**config.mk**
```make
export PLATFORM = sky130hd
export DESIGN_NAME = imem_loader
export DESIGN_NICKNAME = d
export VERILOG_FILES = /design/src/rtl/imem_loader_pkg.sv /design/src/rtl/imem_loader_word_assembler.sv /design/src/rtl/imem_loader.sv
export SDC_FILE = /design/constraint.sdc
export NUM_CORES = 1
export LEC_CHECK = 0
export CAP_MARGIN = 25
export CELL_PAD_IN_SITES_DETAIL_PLACEMENT = 2
export CELL_PAD_IN_SITES_GLOBAL_PLACEMENT = 2
export CORE_MARGIN = 8
export CORE_UTILIZATION = 24
export DETAILED_ROUTE_END_ITERATION = 12
export GPL_ROUTABILITY_DRIVEN = 1
export HOLD_SLACK_MARGIN = 0.03
export PLACE_DENSITY = 0.73
export SLEW_MARGIN = 30
export SYNTH_ARGS = -nofsm -noshare
export SYNTH_HDL_FRONTEND = slang
export SYNTH_SLANG_ARGS = --single-unit
```
**constraint.sdc**
```tcl
create_clock -name CLK -period 2.3 [get_ports CLK]
set_clock_uncertainty 0.2 [all_clocks]
set_input_delay 0.345 -clock CLK [delete_from_list [all_inputs] [get_ports CLK]]
set_output_delay 0.345 -clock CLK [all_outputs]
set_load 0.02 [all_outputs]
```
**src/rtl/imem_loader_pkg.sv**
```systemverilog
// Shared state encoding and error codes for the instruction-memory boot loader.
package imem_loader_pkg;

    typedef enum logic [2:0] {
        S_LEN0,
        S_LEN1,
        S_DATA,
        S_CSUM,
        S_DONE,
        S_ERR
    } state_t;

    typedef logic [1:0] err_t;

    localparam err_t ERR_NONE = 2'b00;
    localparam err_t ERR_LEN  = 2'b01;
    localparam err_t ERR_CSUM = 2'b10;

endpackage

```
**src/rtl/imem_loader_word_assembler.sv**
```systemverilog
// Packs accepted payload bytes little-endian into 32-bit words and issues one
// registered write strobe per completed word at consecutive word addresses.
module word_assembler #(
    parameter int                ADDR_W    = 64,
    parameter logic [ADDR_W-1:0] BASE_ADDR = '0
) (
    input  logic              clk,
    input  logic              reset,
    input  logic [7:0]        byte_in,
    input  logic              byte_fire,
    output logic              wr_en,
    output logic [ADDR_W-1:0] wr_addr,
    output logic [31:0]       wr_data,
    output logic [15:0]       word_cnt
);

    logic [1:0]        idx_q, idx_d;
    logic [23:0]       lo_q, lo_d;
    logic              wr_en_q, wr_en_d;
    logic [ADDR_W-1:0] wr_addr_q, wr_addr_d;
    logic [31:0]       wr_data_q, wr_data_d;
    logic [15:0]       word_cnt_q, word_cnt_d;

    always_comb begin
        idx_d      = idx_q;
        lo_d       = lo_q;
        wr_en_d    = 1'b0;
        wr_addr_d  = wr_addr_q;
        wr_data_d  = wr_data_q;
        word_cnt_d = word_cnt_q;
        if (byte_fire) begin
            idx_d = idx_q + 2'd1;
            case (idx_q)
                2'd0: lo_d[7:0]   = byte_in;
                2'd1: lo_d[15:8]  = byte_in;
                2'd2: lo_d[23:16] = byte_in;
                default: begin
                    // Word count doubles as the word index of the write being issued.
                    wr_en_d    = 1'b1;
                    wr_addr_d  = BASE_ADDR + (ADDR_W'(word_cnt_q) << 2);
                    wr_data_d  = {byte_in, lo_q};
                    word_cnt_d = word_cnt_q + 16'd1;
                end
            endcase
        end
    end

    always_ff @(posedge clk) begin
        if (reset) begin
            idx_q      <= 2'd0;
            lo_q       <= '0;
            wr_en_q    <= 1'b0;
            wr_addr_q  <= '0;
            wr_data_q  <= '0;
            word_cnt_q <= '0;
        end else begin
            idx_q      <= idx_d;
            lo_q       <= lo_d;
            wr_en_q    <= wr_en_d;
            wr_addr_q  <= wr_addr_d;
            wr_data_q  <= wr_data_d;
            word_cnt_q <= word_cnt_d;
        end
    end

    assign wr_en    = wr_en_q;
    assign wr_addr  = wr_addr_q;
    assign wr_data  = wr_data_q;
    assign word_cnt = word_cnt_q;

endmodule

```
**src/rtl/imem_loader.sv**
```systemverilog
// Boot loader: parses a framed byte stream into instruction-memory writes,
// verifies the XOR checksum and releases the core reset on a clean load.
//
// state  | meaning
// S_LEN0 | waiting for length low byte
// S_LEN1 | waiting for length high byte; range check
// S_DATA | receiving 4N payload bytes
// S_CSUM | waiting for checksum byte
// S_DONE | load good, core released (terminal)
// S_ERR  | length or checksum error, core held (terminal)
module imem_loader
    import imem_loader_pkg::*;
#(
    parameter int                ADDR_W    = 64,
    parameter logic [ADDR_W-1:0] BASE_ADDR = '0,
    parameter int                MAX_WORDS = 256
) (
    input  logic              CLK,
    input  logic              reset,
    input  logic [7:0]        byteIn,
    input  logic              byteValid,
    output logic              byteReady,
    output logic              imemWrEn,
    output logic [ADDR_W-1:0] imemWrAddr,
    output logic [31:0]       imemWrData,
    output logic              cpuResetN,
    output logic [ADDR_W-1:0] startPC,
    output logic [15:0]       wordsLoaded,
    output logic              loadDone,
    output logic [1:0]        loadError
);

    state_t      state_q, state_d;
    logic [7:0]  len_lo_q, len_lo_d;
    logic [17:0] rem_q, rem_d;
    logic [7:0]  csum_q, csum_d;
    err_t        err_q, err_d;
    logic        done_q, done_d;
    logic        cpu_rst_n_q, cpu_rst_n_d;

    logic        byte_fire;
    logic        payload_fire;
    logic [15:0] n_words;

    assign byteReady    = !reset && (state_q inside {S_LEN0, S_LEN1, S_DATA, S_CSUM});
    assign byte_fire    = byteValid && byteReady;
    assign payload_fire = byte_fire && (state_q == S_DATA);
    assign n_words      = {byteIn, len_lo_q};

    always_comb begin
        state_d     = state_q;
        len_lo_d    = len_lo_q;
        rem_d       = rem_q;
        csum_d      = csum_q;
        err_d       = err_q;
        done_d      = done_q;
        cpu_rst_n_d = cpu_rst_n_q;
        if (byte_fire) begin
            case (state_q)
                S_LEN0: begin
                    len_lo_d = byteIn;
                    state_d  = S_LEN1;
                end
                S_LEN1: begin
                    if ({16'd0, n_words} > 32'(MAX_WORDS)) begin
                        state_d = S_ERR;
                        err_d   = ERR_LEN;
                    end else if (n_words == 16'd0) begin
                        state_d = S_CSUM;
                    end else begin
                        state_d = S_DATA;
                        rem_d   = {n_words, 2'b00};
                    end
                end
                S_DATA: begin
                    csum_d = csum_q ^ byteIn;
                    rem_d  = rem_q - 18'd1;
                    if (rem_q == 18'd1) state_d = S_CSUM;
                end
                S_CSUM: begin
                    // Any final write was registered on the previous edge, so release follows it.
                    if (byteIn == csum_q) begin
                        state_d     = S_DONE;
                        done_d      = 1'b1;
                        cpu_rst_n_d = 1'b1;
                    end else begin
                        state_d = S_ERR;
                        err_d   = ERR_CSUM;
                    end
                end
                default: state_d = state_q;
            endcase
        end
    end

    always_ff @(posedge CLK) begin
        if (reset) begin
            state_q     <= S_LEN0;
            len_lo_q    <= '0;
            rem_q       <= '0;
            csum_q      <= '0;
            err_q       <= ERR_NONE;
            done_q      <= 1'b0;
            cpu_rst_n_q <= 1'b0;
        end else begin
            state_q     <= state_d;
            len_lo_q    <= len_lo_d;
            rem_q       <= rem_d;
            csum_q      <= csum_d;
            err_q       <= err_d;
            done_q      <= done_d;
            cpu_rst_n_q <= cpu_rst_n_d;
        end
    end

    word_assembler #(
        .ADDR_W    (ADDR_W),
        .BASE_ADDR (BASE_ADDR)
    ) u_word_assembler (
        .clk       (CLK),
        .reset     (reset),
        .byte_in   (byteIn),
        .byte_fire (payload_fire),
        .wr_en     (imemWrEn),
        .wr_addr   (imemWrAddr),
        .wr_data   (imemWrData),
        .word_cnt  (wordsLoaded)
    );

    assign startPC   = BASE_ADDR;
    assign cpuResetN = cpu_rst_n_q;
    assign loadDone  = done_q;
    assign loadError = err_q;

endmodule

```
Word level (Yosys, flattened, before mapping)
Index checks and enable logic that the tools add are counted.
- input port bits: 11
- register bits: 131
- add/sub/neg operators: 3
- reductions and logical operators: 22
- equal/unequal tests: 12
- order comparisons: 1
- bitwise logic cells: 3
- muxes and demuxes: 12
- operators with widths (cell ; number):
    18-bit two-way mux ; 2
    18-bit one-hot mux with 2 select lines ; 1
    18-bit by 1-bit == test with 1-bit output (second input constant) ; 1
    18-bit by 1-bit subtractor with 18-bit output (second input constant) ; 1
    16-bit by 1-bit adder with 16-bit output (second input constant) ; 1
    16-bit by 9-bit greater-than comparator with 1-bit output (second input constant) ; 1
    16-bit logical NOT ; 1
    3-bit one-hot mux with 4 select lines ; 1
    2-bit AND reduction ; 6
    8-bit == test ; 1
    4-bit AND reduction ; 2
    8-bit XOR ; 1
    3-bit by 2-bit == test with 1-bit output (second input constant) ; 2
    3-bit two-way mux ; 2
    2-bit != test (second input constant) ; 3
    3-bit AND reduction ; 2
    2-bit two-way mux ; 2
    2-bit by 1-bit != test with 1-bit output (second input constant) ; 2
    2-bit one-hot mux with 2 select lines ; 1
    2-bit nonzero test ; 2
    4-bit nonzero test ; 1
    3-bit by 1-bit == test with 1-bit output (second input constant) ; 1
    1-bit logical AND ; 3
    3-bit logical NOT ; 1
    9 further kinds ; 12

Logic depth before layout (Yosys ltp)
- word-level depth: 7
- depth in mapped cells: 8
- mapped depth without buffers: 7

Cells and area by module
A second synthesis with hierarchy kept.
- cell total of the unflattened synthesis: 764
- area, all modules: 6263.5 um2
- by module, submodules not included (module ; area an instance (um2) ; instances ; cells each):
    word_assembler ; 3756.1 ; 1 ; 466
    imem_loader ; 2507.4 ; 1 ; 298

Worst setup path after synthesis
OpenSTA, ideal clock, no wires.
- kind: register to register
- start point: reg state_q[2]
- end point: reg u_word_assembler.word_cnt_q[15] (netlist: u_word_assembler.word_cnt[15])
- setup slack: 91 ps
- required time: 2030 ps
- stages on the path, launching flop included: 7
- arrival time: 1938 ps
- buffers on the path: 1
- clock period less this slack: 2209 ps
- cell sequence: dfxtp_1 -> buf_6 -> or4b_4 -> nor4_4 -> nand4_2 -> or3_1 -> a21oi_1
- word-level cells in the longest chain between the ends: 6
- elaborated cells between the ends (all ways): 9
- RTL lines (item ; line ; source):
    start: declaration ; imem_loader.sv:33 ; state_t state_q, state_d;
    start signal: assignment ; imem_loader.sv:106 ; state_q <= state_d;
    3-bit by 1-bit == test with 1-bit output, or another cell as far along ; imem_loader.sv:45 ; assign byteReady = !reset && (state_q inside {S_LEN0, S_LEN1, S_DATA, S_CSUM});
    4-bit nonzero test (no source line) ; - ;
    1-bit logical AND ; imem_loader.sv:45 ;
    1-bit logical AND ; imem_loader.sv:46 ; assign byte_fire = byteValid && byteReady;
    1-bit logical AND * ; imem_loader.sv:47 ; assign payload_fire = byte_fire && (state_q == S_DATA);
    2-bit AND reduction (no source line) * ; - ;
    end signal: assignment ; imem_loader_word_assembler.sv:62 ; word_cnt_q <= word_cnt_d;
    end: declaration ; imem_loader_word_assembler.sv:22 ; logic [15:0] word_cnt_q, word_cnt_d;
Mark *: on every way between the ends. The rest lies on a longest branch, timed or not.
A chain may end at the register's enable or synchronous reset.

Worst setup path after layout
- start point: in byteIn[4]
- end point: reg rem_q[5]
- word-level cells in the longest chain between the ends: 3
- elaborated cells between the ends (all ways): 5
- RTL lines (item ; line ; source):
    start: declaration ; imem_loader.sv:20 ; input logic [7:0] byteIn,
    16-bit by 9-bit greater-than comparator with 1-bit output or 16-bit logical NOT (tied branches) ; imem_loader.sv:65, imem_loader.sv:68 ;
    2-bit != test (no source line) ; - ;
    4-bit AND reduction (no source line) * ; - ;
    end signal: assignment ; imem_loader.sv:108 ; rem_q <= rem_d;
    end: declaration ; imem_loader.sv:35 ; logic [17:0] rem_q, rem_d;
Marked as above.

==> results.md <==
* Status: completed
* Setup TNS at 0 ns
* Worst Hold Class: flip-flop to flip-flop
* Ports at 193
* Reg-to-reg slack, setup at roughly 0.036 ns
* Clock network fraction of design power at 0.498
* Drt wl/cell at approximately 17 um
* Chip height at about 180 um
* Vias in the first global route at 6151
* Post-route ant nets at 0
* Least-Margin Pin Slew at 0.628 ns
* Max Transition Viols Final at 0
* Comb power frac at 0.081
* Setup violators final at 0
* Syn Inst Count at around 790
* Initial DRT Pass Iterations at 4
* Post-DP HPWL at 15400 um
* Total power draw at between 0.005 and 0.006 W
* Area post-placement at 7550 sq um
* P&R area growth vs syn at 28.4%
* Worst reg2reg path startpoint: rem_q[0]
* Switching part of the total power at 0.258
* Initial antenna violation count at 0
* Gr usage total at 0.131
* Sequential fraction of the synthesis area at 0.412
* Rel. slew slack at 0.582
* Max cap viols at 0
* Final hold violation count at 0
* Clock root buffer: clkbuf_16
* Crit path DAT at about 2.4 ns
* Slowest stage delay, CP at 0.48 ns
* Crit-path cells: clkdlybuf4s50_1 -> nor4_1 -> nand2_1 -> o31a_2 -> buf_4 -> o211ai_1 -> o21ai_0
* Core area at 26100 sq um
* Setup Buffers After CTS at 0
* Final hold slack at 0.255 ns
* Via/cell ratio at roughly 4.4
* Worst reg2reg path depth at 5
* Slowest CP cell: o31a_2
* Clock latency on the worst-skew pair at approximately 0.42 ns
* Dominant synthesized flop cell: dfxtp_1
* Vias at 5595
* Starting Density at 0.244
* Port Buffer Count at 80
* H-tree Lvls at 4
* EDFF count, synth at 0
* Clock slew at reported path FFs at roughly 0.060 ns
* Total Nets Final at 928
* TritonCTS Buffers at 17
* GP Congestion at approximately 0.8
* Clk buf depth at 2
* RSZ-0062 raised after global routing: yes
* Hold_sp: u_word_assembler.lo_q[7]
* Crit start category: input port
* Die X at between 150 and 200 um
* Sequential share of power at 0.421
* Worst VDD drop at 0.421 mV
* Cell Area, Synth at about 6400 sq um
* Total grt overflow at 0
* Pint at 0.00404 W
* Syn_area_per_cell at 8.02 sq um
* Finished Cell Area at 8170 sq um
* First-pass GRT wire length at 33200 um
* Die Area at 32000 sq um
* WHS Path Cells at 2
* Static leakage at 3.15 nW
* Distinct cells, synth at 53
* Pin count of the biggest net entering global routing at 59
* P_sw at 0.00140 W
* Initial DRC Count at 211
* DRC violations left at 0
* Dpl cells at between 1000 and 1500
* Hold-critical path endpoint: u_word_assembler.wr_data[7]
* CP endpoint kind: flip-flop
* Crit path time final at 2.26 ns
* CTS tree: built
* Largest delay contributor family on the critical path: compound AO/OA/AOI/OAI gates
* Yosys warns at 0
* Total detailed-routing wirelength at 21000 um
* Count of non-filler cells in the finished layout at 1258
* Async SR Flop Fraction at 0
* Peak Freq at 442 MHz
* N_diodes at 0
* Yosys reg bits at between 100 and 150
* CTS Sinks at approximately 130
* # hold bufs at CTS at 0
* Row cnt at between 50 and 60
* Post-CTS sizing at 3
* Period utilization at 0.984
* Pwr Density at 666 nW/um^2
* FF-to-FF End: rem_q[13]
* CP required at roughly 2.4 ns
* CP Buf/Inv Count at 2
* Setup Crit Path Kind: input port to flip-flop
* Peak fanout along the critical path at 10
* # fillers at 3013
* Share of cells above drive strength 1 at 0.133
-- worst max-delay path by stage --
stage                      startpoint                       endpoint  slack (ns)  depth (start not counted)
after global placement      byteIn[4]                       rem_q[8]       -0.29                          7
final                       byteIn[4]                       rem_q[5]        0.04                          7
after detailed placement    byteValid  u_word_assembler.word_cnt[15]       -0.29                          6
after global routing       state_q[2]                      rem_q[17]       -0.04                          7
after floorplan            state_q[2]  u_word_assembler.word_cnt[15]        0.09                          6
after CTS                 len_lo_q[4]                       rem_q[8]       0.001                          7
-- cells in the mapped netlist (all sizes together), types with 3 or more instances --
cell	instances	share of area
a211oi	4	0.0047
a21oi	91	0.072
a311oi	4	0.0055
a31oi	5	0.0049
and3	5	0.0049
buf	119	0.14
clkbuf	48	0.028
dfxtp	131	0.41
ha	7	0.014
inv	7	0.0041
mux2i	9	0.014
nand2	154	0.091
nand2b	4	0.0039
nand3	26	0.020
nand4	9	0.0098
nor2	50	0.029
nor3	12	0.010
nor3b	3	0.0035
nor4	9	0.011
o211ai	5	0.0059
o21ai	14	0.011
o311ai	4	0.0055
o31ai	7	0.0083
or3	4	0.0039
or4	6	0.0071
xor2	30	0.041
-- flip-flops by register name (all words and copies together), names as in the netlist --
name / flops
u_word_assembler.lo_q: 24
len_lo_q: 8
u_word_assembler.wr_en: 1
rem_q: 18
csum_q: 8
u_word_assembler.wr_addr: 16
cpuResetN: 1
u_word_assembler.wr_data: 32
u_word_assembler.word_cnt: 16
u_word_assembler.idx_q: 2
state_q: 3
loadError: 2
-- power by group through the flow --
stage	Clock (W)	Sequential [W]	Combinational, W
final	0.00271	0.00229	0.000438
after global placement	0	0.00234	0.000414
after global routing	0.00288	0.00229	0.000474
after CTS	0.00280	0.00229	0.000424
after detailed placement	0	0.00234	0.000419
after floorplan	0	0.00234	0.000445
-- worst register-to-register path, cell delays in order, from the launching register on --
cell,delay [ns]
dfxtp_1,0.37
or4_1,0.73
nor4_1,0.35
mux2_2,0.38
nand2_1,0.06
a21oi_1,0.05
-- cell usage in the layout (no fill, tap or decap), types with 4 or more instances in the layout --
master           instances
a31oi_1                  5
a211oi_1                 4
nand2b_1                 4
nor3_1                  11
inv_1                    6
o311ai_0                 4
xor2_1                  30
o31ai_1                  6
nand4_1                  8
conb_1                 112
a311oi_1                 4
a21oi_1                 91
nand3_1                 26
buf_12                   4
mux2i_1                  9
o211ai_1                 5
nor4_1                   6
nor2_1                  49
nand2_1                153
or4_1                    5
o21ai_0                 14
dfxtp_1                131
and3_1                   5
buf_4                   71
clkbuf_16               17
clkdlybuf4s50_1         78
clkinvlp_4               4
or3_1                    4
ha_1                     7
-- metal layers --
metal / global-route usage / part of all wire / vias to the layer above
li1: - / - / 2668
met1: 0.163 / 0.45 / 2753
met2: 0.217 / 0.47 / 149
met3: 0.0280 / 0.053 / 25
met4: 0.0479 / 0.019 / 0
met5: 0 / 0 / -
-- through the flow --
step	setup slack [ns]	util
2_1_floorplan	0.0911	-
3_3_place_gp	-0.287	0.290
3_5_place_dp	-0.294	0.290
4_1_cts	0.00123	0.312
5_1_grt	-0.0376	0.314
6_report	0.0357	0.314
-- area by class of cell --
type | count | area (sq um) | area share
Multi-Input combinational cell | 599 | 3110 | 0.381
Timing Repair Buffer | 154 | 1400 | 0.172
Sequential cell | 131 | 2620 | 0.321
Clock inverter | 12 | 131 | 0.0161
Inverter | 7 | 26.3 | 0.00322
Clock buffer | 20 | 457 | 0.0559
Tap cell | 335 | 419 | 0.0513
-- kinds of logic (layout without fill, tap and decap cells) --
logic type / count (synthesis) / count (layout) / share of synthesized area
AND/OR/NAND/NOR: 293 / 293 / 0.210
other: 1 / 112 / 0.000589
buffers and inverters: 174 / 193 / 0.171
XOR/XNOR: 32 / 32 / 0.0440
flip-flops: 131 / 131 / 0.412
AO/OA/AOI/OAI: 145 / 145 / 0.133
multiplexers: 10 / 10 / 0.0159
adder cells (fa/ha/maj): 7 / 7 / 0.0138
Note: power is estimated with default switching activity, not from simulation.
